**config.mk**
```make
export PLATFORM = sky130hd
export DESIGN_NAME = vga_timing_gen
export DESIGN_NICKNAME = d
export VERILOG_FILES = /design/src/rtl/vga_timing_gen.sv
export SDC_FILE = /design/constraint.sdc
export NUM_CORES = 1
export LEC_CHECK = 0
export ABC_AREA = 1
export CORE_MARGIN = 4
export CORE_UTILIZATION = 60
export DETAILED_ROUTE_END_ITERATION = 12
export HOLD_SLACK_MARGIN = 0.08
export PLACE_DENSITY_LB_ADDON = 0.25
export SLEW_MARGIN = 20
export SYNTH_ARGS = -nofsm -noshare
export SYNTH_HDL_FRONTEND = slang
export SYNTH_SLANG_ARGS = --single-unit
```
**constraint.sdc**
```tcl
create_clock -name clk -period 4.3 [get_ports clk]
set_input_delay 0.43 -clock clk [delete_from_list [all_inputs] [get_ports clk]]
set_output_delay 0.43 -clock clk [all_outputs]
set_load 0.05 [all_outputs]
```
**src/rtl/vga_timing_gen.sv**
```systemverilog
// VGA raster timing generator: horizontal/vertical counters with registered sync,
// blanking, pixel coordinates and a multiplier-free linear pixel address.
module vga_timing_gen #(
  parameter int H_ACTIVE = 640,
  parameter int H_FP     = 16,
  parameter int H_SYNC   = 96,
  parameter int H_BP     = 48,
  parameter int V_ACTIVE = 480,
  parameter int V_FP     = 10,
  parameter int V_SYNC   = 2,
  parameter int V_BP     = 33,
  parameter int HS_POL   = 0,
  parameter int VS_POL   = 0,
  parameter int ROW_W    = 9,
  parameter int COL_W    = 10,
  parameter int ADDR_W   = 19
) (
  input  logic              clk,
  input  logic              rst,
  input  logic              ce,
  output logic              hsync,
  output logic              vsync,
  output logic              active,
  output logic [COL_W-1:0]  col,
  output logic [ROW_W-1:0]  row,
  output logic [ADDR_W-1:0] addr,
  output logic              line_start,
  output logic              frame_start,
  output logic              vblank
);

  localparam int H_TOTAL = H_ACTIVE + H_FP + H_SYNC + H_BP;
  localparam int V_TOTAL = V_ACTIVE + V_FP + V_SYNC + V_BP;
  localparam int H_W     = $clog2(H_TOTAL);
  localparam int V_W     = $clog2(V_TOTAL);

  localparam logic [H_W-1:0] H_LAST = H_W'(H_TOTAL - 1);
  localparam logic [H_W-1:0] H_ACT  = H_W'(H_ACTIVE);
  localparam logic [H_W-1:0] HS_BEG = H_W'(H_ACTIVE + H_FP);
  localparam logic [H_W-1:0] HS_END = H_W'(H_ACTIVE + H_FP + H_SYNC);
  localparam logic [V_W-1:0] V_LAST = V_W'(V_TOTAL - 1);
  localparam logic [V_W-1:0] V_ACT  = V_W'(V_ACTIVE);
  localparam logic [V_W-1:0] VS_BEG = V_W'(V_ACTIVE + V_FP);
  localparam logic [V_W-1:0] VS_END = V_W'(V_ACTIVE + V_FP + V_SYNC);

  localparam logic HS_ON = (HS_POL != 0);
  localparam logic VS_ON = (VS_POL != 0);

  // Reject degenerate timings and address/coordinate ports too narrow for the raster.
  if (H_ACTIVE <= 0 || H_FP <= 0 || H_SYNC <= 0 || H_BP <= 0 ||
      V_ACTIVE <= 0 || V_FP <= 0 || V_SYNC <= 0 || V_BP <= 0) begin : g_bad_segment
    $error("vga_timing_gen: every timing segment must be non-zero");
  end
  if ((longint'(H_ACTIVE) * longint'(V_ACTIVE)) > (longint'(1) << ADDR_W)) begin : g_bad_addr
    $error("vga_timing_gen: ADDR_W too narrow for H_ACTIVE*V_ACTIVE");
  end
  if ((longint'(H_ACTIVE) > (longint'(1) << COL_W)) ||
      (longint'(V_ACTIVE) > (longint'(1) << ROW_W))) begin : g_bad_coord
    $error("vga_timing_gen: COL_W/ROW_W too narrow for the visible area");
  end

  logic [H_W-1:0]    r_h;
  logic [V_W-1:0]    r_v;
  logic [ADDR_W-1:0] r_addr;
  logic [COL_W-1:0]  r_col;
  logic [ROW_W-1:0]  r_row;
  logic              r_hsync;
  logic              r_vsync;
  logic              r_active;
  logic              r_line_start;
  logic              r_frame_start;
  logic              r_vblank;

  logic              w_h_wrap;
  logic              w_v_wrap;
  logic [H_W-1:0]    w_h_nxt;
  logic [V_W-1:0]    w_v_nxt;
  logic              w_active_nxt;
  logic              w_origin_nxt;
  logic              w_hs_nxt;
  logic              w_vs_nxt;
  logic [ADDR_W-1:0] w_addr_nxt;

  assign w_h_wrap = (r_h == H_LAST);
  assign w_v_wrap = (r_v == V_LAST);
  assign w_h_nxt  = w_h_wrap ? '0 : r_h + H_W'(1);
  assign w_v_nxt  = !w_h_wrap ? r_v : (w_v_wrap ? '0 : r_v + V_W'(1));

  // Outputs are decoded from the next counter values so every registered output
  // describes the same (h,v) as the counters after the edge.
  assign w_active_nxt = (w_h_nxt < H_ACT) && (w_v_nxt < V_ACT);
  assign w_origin_nxt = (w_h_nxt == '0) && (w_v_nxt == '0);
  assign w_hs_nxt     = (w_h_nxt >= HS_BEG) && (w_h_nxt < HS_END);
  assign w_vs_nxt     = (w_v_nxt >= VS_BEG) && (w_v_nxt < VS_END);

  // Raster order visits active pixels sequentially, so the address is a plain
  // counter that restarts at the frame origin and holds through blanking.
  always_comb begin
    // NOTE: default assigned first so no path leaves the signal unassigned (no latch).
    w_addr_nxt = r_addr;
    if (w_origin_nxt) begin
      w_addr_nxt = '0;
    end else if (w_active_nxt) begin
      w_addr_nxt = r_addr + ADDR_W'(1);
    end
  end

  always_ff @(posedge clk) begin
    // NOTE: sequential state uses non-blocking assignments; reset is synchronous
    // and checked before ce so it wins regardless of the pixel enable.
    if (rst) begin
      r_h           <= '0;
      r_v           <= '0;
      r_addr        <= '0;
      r_col         <= '0;
      r_row         <= '0;
      r_active      <= 1'b1;
      r_hsync       <= ~HS_ON;
      r_vsync       <= ~VS_ON;
      r_line_start  <= 1'b1;
      r_frame_start <= 1'b1;
      r_vblank      <= 1'b0;
    end else if (ce) begin
      r_h           <= w_h_nxt;
      r_v           <= w_v_nxt;
      r_addr        <= w_addr_nxt;
      r_col         <= w_active_nxt ? COL_W'(w_h_nxt) : '0;
      r_row         <= w_active_nxt ? ROW_W'(w_v_nxt) : '0;
      r_active      <= w_active_nxt;
      r_hsync       <= w_hs_nxt ? HS_ON : ~HS_ON;
      r_vsync       <= w_vs_nxt ? VS_ON : ~VS_ON;
      r_line_start  <= (w_h_nxt == '0);
      r_frame_start <= w_origin_nxt;
      r_vblank      <= (w_v_nxt >= V_ACT);
    end
  end

  assign hsync       = r_hsync;
  assign vsync       = r_vsync;
  assign active      = r_active;
  assign col         = r_col;
  assign row         = r_row;
  assign addr        = r_addr;
  assign line_start  = r_line_start;
  assign frame_start = r_frame_start;
  assign vblank      = r_vblank;

endmodule

```
# Word-level counts from Yosys, hierarchy flattened
# Index checks and enable logic that the tools add are counted.
[totals] ff_bits=64 in_bits=3 elab_cells=40
[classes] addsub=3 magnitude_cmp=7 n_eq_ne=2 muxes=9 reduce_logical=8
[op_table] op="two-way mux 10 bit" n=4
[op_table] op="two-way mux 19 bit" n=2
[op_table] op="adder 10 x 1 -> 10 bit (second input constant)" n=2
[op_table] op="equality test 10 bit (second input constant)" n=2
[op_table] op="greater-or-equal comparator 10 x 9 -> 1 bit (second input constant)" n=2
[op_table] op="zero test 10 bit" n=2
[op_table] op="less-than comparator 10 bit (second input constant)" n=2
[op_table] op="less-than comparator 10 x 9 -> 1 bit (second input constant)" n=2
[op_table] op="adder 19 x 1 -> 19 bit (second input constant)" n=1
[op_table] op="greater-or-equal comparator 10 bit (second input constant)" n=1
[op_table] op="two-way mux 9 bit" n=1
[op_table] op="logical AND 1 bit" n=4
[op_table] op="two-way mux 1 bit" n=2
[op_table] op="AND reduction 2 bit" n=1
[op_table] op="nonzero test 2 bit" n=1

# Logic depth before layout (Yosys ltp)
# Gate-level depths: netlist (run 1).
[depth] depth_word=7 depth_mapped=18 depth_no_buf=17

# Worst setup path after synthesis (run 1)
# Ideal clock, no wire load.
[synth_timing] path_type="reg-to-reg" start="register r_addr[1], in the netlist addr[1]" end="register r_addr[8], in the netlist addr[8]" arrival_ns=1.926 required_time_ns=4.190 setup_slack_ns=2.264 path_stages_with_launch=14 n_path_buf=0 period_less_slack_ns=2.036 path_cell_list="dfxtp_1 > ha_1 > nand2_1 > nor2_1 > nand2_1 > nor2_1 > inv_1 > nor2_1 > xor2_1 > inv_1 > nand2_1 > nand2_1 > nand2_1 > nor2_1"
[synth_between] elab_chain_cells=3
[synth_rtl] item="from (decl)" line="64" text="logic [ADDR_W-1:0] r_addr;"
[synth_rtl] item="from (signal assigned)" line="126" text="r_addr <= w_addr_nxt;"
[synth_rtl] item="adder 19 x 1 -> 19 bit" line="104" text="w_addr_nxt = r_addr + ADDR_W'(1);"
[synth_rtl] item="two-way mux 19 bit" line="103" text="end else if (w_active_nxt) begin"
[synth_rtl] item="two-way mux 19 bit" line="101" text="if (w_origin_nxt) begin"
# Every way passes these cells. The select of a mux whose other input is x is not followed.
# A chain may end at the register's enable or synchronous reset.

# Final worst setup path (run 1)
[layout_timing] start="register r_h[0]" end="register r_addr[8], in the netlist addr[8]"
[layout_between] elab_chain_cells=6
[layout_rtl] item="from (decl)" line="62" text="logic [H_W-1:0] r_h;"
[layout_rtl] item="from (signal assigned)" line="124" text="r_h <= w_h_nxt;"
[layout_rtl] item="adder 10 x 1 -> 10 bit / equality test 10 bit (equally long branches)" line="86, 84"
[layout_rtl] item="two-way mux 10 bit, on equally long branches" line="86, 87"
[layout_rtl] item="less-than comparator 10 bit, or another cell as far along" line="91" text="assign w_active_nxt = (w_h_nxt < H_ACT) && (w_v_nxt < V_ACT);"
[layout_rtl] item="logical AND 1 bit, on equally long branches" line="91, 92"
[layout_rtl] item="nonzero test 2 bit (no line)"
[layout_rtl] item="AND reduction 2 bit (no line)"
# Parallel ways exist; a longest one is shown, timed or not.

==> run metrics, run 1 <==
status=finished, final reports clean; Core Area=0.00599 mm2; worst-path fanout max=20; worst vdd ir=between 0.15 and 0.2 mV; area grow syn2layout=17.2%; Die Span Y=86.8 um; share of cells above drive strength 1=0.0631; Congestion Overflow GR=0; synth warn=0; largest net degree at the start of global routing=53; initial antenna violation count=0; CTS sink cnt=64; Antenna Cells=0; Net Count, Synth=602; critical path class=reg2reg; drt first pass iters=5; startpoint types=flip-flop; Arr. time, crit path=3400 ps; Vias/cell=5.48; final setup skew=approximately 9.5 ps; crit share post-route=0.726; Root Driver=clkbuf_8; die width=86.8 um; CTS max path bufs=2; number of nets with antenna violations after routing=0; most common flop cell mapped by yosys=dfxtp_1; Worst Hold Depth=2; most frequent cells in the layout=nand2_1, nor2_1, inv_1, dfxtp_1; CTS tree=yes; hold buffer count at cts=0; Seq cells post-synth=64; Setup TNS Final=0 ps; total wire length=9.61 mm; final setup vio count=0; Max-Cap Viols=0; register area share after synthesis=0.344; DRT iter0 DRCs=537; DRC Markers=0; Mapped Area=between 0.003 and 0.004 mm2; post-synthesis instance total=594; GRT Util Overall=0.270; first-pass GRT wire length=16.5 mm; Max Clock Freq=roughly 320 MHz; I/O Buffers=46; non-filler cells, final=709; final net count=around 640; H-tree depth=3; Hold Crit Class=reg2reg; data required time of the worst path=around 4600 ps; Pwr Density=322 mW/mm2; worst setup slack after layout=1180 ps; postcts setup bufs=0; RSZ-0062 raised after global routing=false; die footprint=about 0.0075 mm2; commonest non-fill, non-tap cell in the layout=nand2_1; Distinct cells, synth=34; Post-synth ARST share=0; Worst Tran Pin Value=879 ps; Inst Count DP=roughly 690; Max-Slew Margin vs Limit=0.411; Resize count post-CTS=0; Initial Util=0.623; Leakage=1.90 nW; Slew Limit Fails=0; Worst R2R Path Depth=15; Avg Cell Area, Syn=between 6 and 7 um2; gp weighted congestion=approximately 0.94; Core Rows=28; vias in the first global route=3621; # fillers=488; Worst setup EP type=flip-flop; Num CTS Buffers=9; IO Count=47; Post-synth EDFFs=0; Worst-path clk slew=70 ps; Skew-Pair Late Insertion Delay=330 ps; Hold Fails Final Rpt=0; Detailed Place HPWL=6.61 mm; pre-CTS setup slack=1350 ps; vias post-DR=3888; Tmin final=3120 ps; wire per inst=~14 um
[critical path, cell delays in order, from the launching register on]
cell and delay (ps):
dfxtp_1 440, ha_1 270, nand2_2 100, nor2_4 150, nand2_1 290, nor2_2 230
nand2_1 70, nand2_1 60, nand2_1 80, nor2_1 250, nor2_1 80, nand3_1 660
nand2_1 130, nand2_1 100, nand2_1 50, nor2_1 100
[routing by layer]
metal | wire, um | track usage
met5 | 0 | 0
met4 | 211 | 0.119
met3 | 746 | 0.0466
met2 | 4290 | 0.418
met1 | 4360 | 0.367
[logic make-up (layout without fill, tap and decap cells)]
logic type,count (synthesis),in the layout,synth area share
xor+xnor,10,10,0.0235
compound gates,77,77,0.122
simple gates,341,341,0.385
fa+ha+maj,5,5,0.0168
flops,64,64,0.344
buf+inv,97,137,0.110
[power breakdown]
part	total [mW]	leakage, nW	switching, mW	internal, mW
Sequential	0.637	0.522	0.0226	0.614
Clock	0.546	0.103	0.224	0.322
Combinational	0.223	1.28	0.156	0.0673
[registers in the layout, summed over array words and instances (netlist names), 9 cells and up]
signal	flops
col	10
row	9
addr	19
r_v	10
r_h	10
[path summary, 6_finish.rpt]
check              start  endpoint  slack [ps]
hold reg to reg   row[4]    row[4]         460
setup reg to reg  r_h[0]   addr[8]        1180
hold / removal    row[4]    row[4]         460
setup / recovery  r_h[0]   addr[8]        1180
[through the flow]
stage	utilization	power [mW]	hold WS, ps	instance area (um2)
floorplan	-	0.812	458	3730
global placement	0.696	0.866	451	4170
detailed placement	0.696	0.871	456	4170
CTS	0.730	1.41	466	4370
global route	0.730	1.46	495	4370
finish	0.730	1.41	464	4370
[area by class of cell]
class,count,area [um2],share of cell area
inverter,73,274,0.0627
sequential,64,1280,0.293
timing repair buffer,49,483,0.110
tap,75,93.8,0.0215
clock buffer,11,131,0.0300
clock inverter,4,70.1,0.0160
multi-input combinational,433,2040,0.466
[synthesized netlist by cell type, types with 2 or more instances]
| cell type | n | area share |
|---|---|---|
| a21oi_1 | 46 | 0.062 |
| a21oi_2 | 10 | 0.023 |
| buf_2 | 6 | 0.0081 |
| buf_6 | 5 | 0.015 |
| clkbuf_1 | 13 | 0.013 |
| dfxtp_1 | 64 | 0.34 |
| ha_1 | 5 | 0.017 |
| inv_1 | 69 | 0.069 |
| inv_2 | 3 | 0.0030 |
| nand2_1 | 194 | 0.20 |
| nand3_1 | 33 | 0.044 |
| nand3_2 | 2 | 0.0054 |
| nand3b_1 | 2 | 0.0040 |
| nand4_1 | 11 | 0.018 |
| nor2_1 | 79 | 0.080 |
| nor2_2 | 2 | 0.0034 |
| nor2_4 | 2 | 0.0060 |
| nor3_1 | 11 | 0.015 |
| o21a_1 | 7 | 0.014 |
| o21ai_0 | 8 | 0.011 |
| xor2_1 | 9 | 0.021 |
(Power assumes the default switching activity.)
==> run 2: changes to the inputs <==
CORE_UTILIZATION = 50   (was 60)
clock period = 2.8 ns   (was 4.3 ns; I/O delays follow)
==> run 2 against run 1 <==
Clock power grew 48%. Via count shrank 1.5%. Clock skew grew 1.8 ps. Total power grew 51%. Non-clock buffer count grew 4. Maximum frequency grew 22%. Final area grew 1.3%. Clock-buffer cell count shrank 2. Die area grew 18%. Final cell count grew 4.1%. Sequential share of layout area shrank 0.38 points. First-iteration DRC count shrank 47%. Largest cell class unchanged. Largest power group unchanged.
==> run metrics, run 2 (same netlist as run 1, synthesis figures left out) <==
status=finished, final reports clean; clock group share of total power=0.379; I/O Buffers=46; Core Rows=31; Num CTS Buffers=9; Buf/Inv on CP=1; die footprint=0.00891 mm2; Inst Count DP=722; worst-path fanout max=28; CTS tree=yes; H-tree depth=3; Seq pwr share=0.459; CTS sink cnt=64; most frequent CP cell=nand2_1; Worst setup EP type=flip-flop; Pwr Density=481 mW/mm2; Final Cell Area=roughly 0.0044 mm2; total wire length=9.44 mm; P_sw=0.669 mW; data required time of the worst path=about 3000 ps; final net count=around 640; Combinational Power Share=0.162; Resize count post-CTS=0; CTS max path bufs=2; GRT Util Overall=0.220; die width=94.4 um; vias post-DR=3828; switching share of total power=0.314; postcts setup bufs=0; Slew Limit Fails=0; final setup vio count=0; Largest register FFs=19; vias in the first global route=3451; RSZ-0062 raised after global routing=false; Vias/cell=5.19; final setup skew=between 10 and 15 ps; Die Span Y=94.4 um; Max-Cap Viols=0; DRC Markers=0; Max Clock Freq=roughly 390 MHz; Worst-path clk slew=70 ps; Worst Tran Pin Value=529 ps; Initial Util=0.514; crit-path max cell delay=430 ps; worst vdd ir=between 0.2 and 0.25 mV; most frequent cells in the layout=nand2_1, nor2_1, inv_1, dfxtp_1; commonest non-fill, non-tap cell in the layout=nand2_1; IO Count=47; gp weighted congestion=0.966; Core Area=0.00725 mm2; Skew-Pair Late Insertion Delay=350 ps; Pint=about 1.5 mW; share of cells above drive strength 1=0.0751; CP delay by family, top=simple AND/OR/NAND/NOR gates; Tmin final=around 2600 ps; # fillers=671; Hold Crit Class=reg2reg; Setup TNS Final=0 ps; first-pass GRT wire length=15.8 mm; Hold Fails Final Rpt=0; Leakage=between 1.5 and 2 nW; Congestion Overflow GR=0; hold buffer count at cts=0; drt first pass iters=5; Root Driver=clkbuf_8; Power Total=2.13 mW; placed cell area=0.00423 mm2; startpoint types=flip-flop; critical path class=reg2reg; number of nets with antenna violations after routing=0; initial antenna violation count=0; Max-Slew Margin vs Limit=0.646; area grow syn2layout=18.8%; largest net degree at the start of global routing=37; Arr. time, crit path=2800 ps; CP cell instances=ha_1, nand2_2, nor2_4, nand2_2, nor2_2, nand2_1, nand2_1, nand2_1, nor2_1, nor2_2, nand3_2, buf_4, nand2_1, nand2_1, nor2_1; wire per inst=~13 um; DRT iter0 DRCs=282; final design utilization=0.611; non-filler cells, final=738; Antenna Cells=0; slowest CP cell=dfxtp_1; Detailed Place HPWL=6.67 mm; crit share post-route=0.913
run 2: per-layer routing:
metal | wire (um) | part of all wire | GRT usage
met1 | 4380 | 0.46 | 0.304
met2 | 4210 | 0.45 | 0.344
met3 | 684 | 0.072 | 0.0390
met4 | 169 | 0.018 | 0.0830
met5 | 0 | 0 | 0
run 2: worst paths after layout:
check	slack (ps)	cells after the start	startpoint	to
max reg2reg	240	15	r_h[0]	addr[15]
min reg2reg	470	2	row[8]	row[8]
max	240	15	r_h[0]	addr[15]
min	470	2	row[8]	row[8]
run 2: layout make-up:
class	instances	area, um2	area share
Clock buffer	9	124	0.0280
Clock inverter	7	72.6	0.0164
Inverter	73	274	0.0618
Multi-Input combinational cell	433	2040	0.461
Sequential cell	64	1280	0.289
Tap cell	99	124	0.0280
Timing Repair Buffer	53	513	0.116
run 2: through the flow:
stage	setup WS [ps]	hold WS (ps)
floorplan	764	458
detailed placement	180	455
finish	244	467
global placement	357	453
global route	7.79	489
CTS	127	467
run 2: power by group through the flow:
stage | registers, mW | clock network (mW) | logic, mW
finish | 0.977 | 0.806 | 0.345
global route | 0.983 | 0.849 | 0.373
CTS | 0.977 | 0.813 | 0.347
detailed placement | 0.998 | 0 | 0.345
global placement | 0.997 | 0 | 0.338
floorplan | 1.10 | 0 | 0.152
run 2: tightest hold or removal path, stage by stage (launching register included):
cell,delay [ps]
dfxtp_1,310
nand2_1,60
a21oi_1,50
==> run 3: changes to the inputs <==
CTS_CLUSTER_SIZE = 12   (was unset)
==> results of run 3 <==
The final DEF is identical to that of run 2; final timing and power are the same.
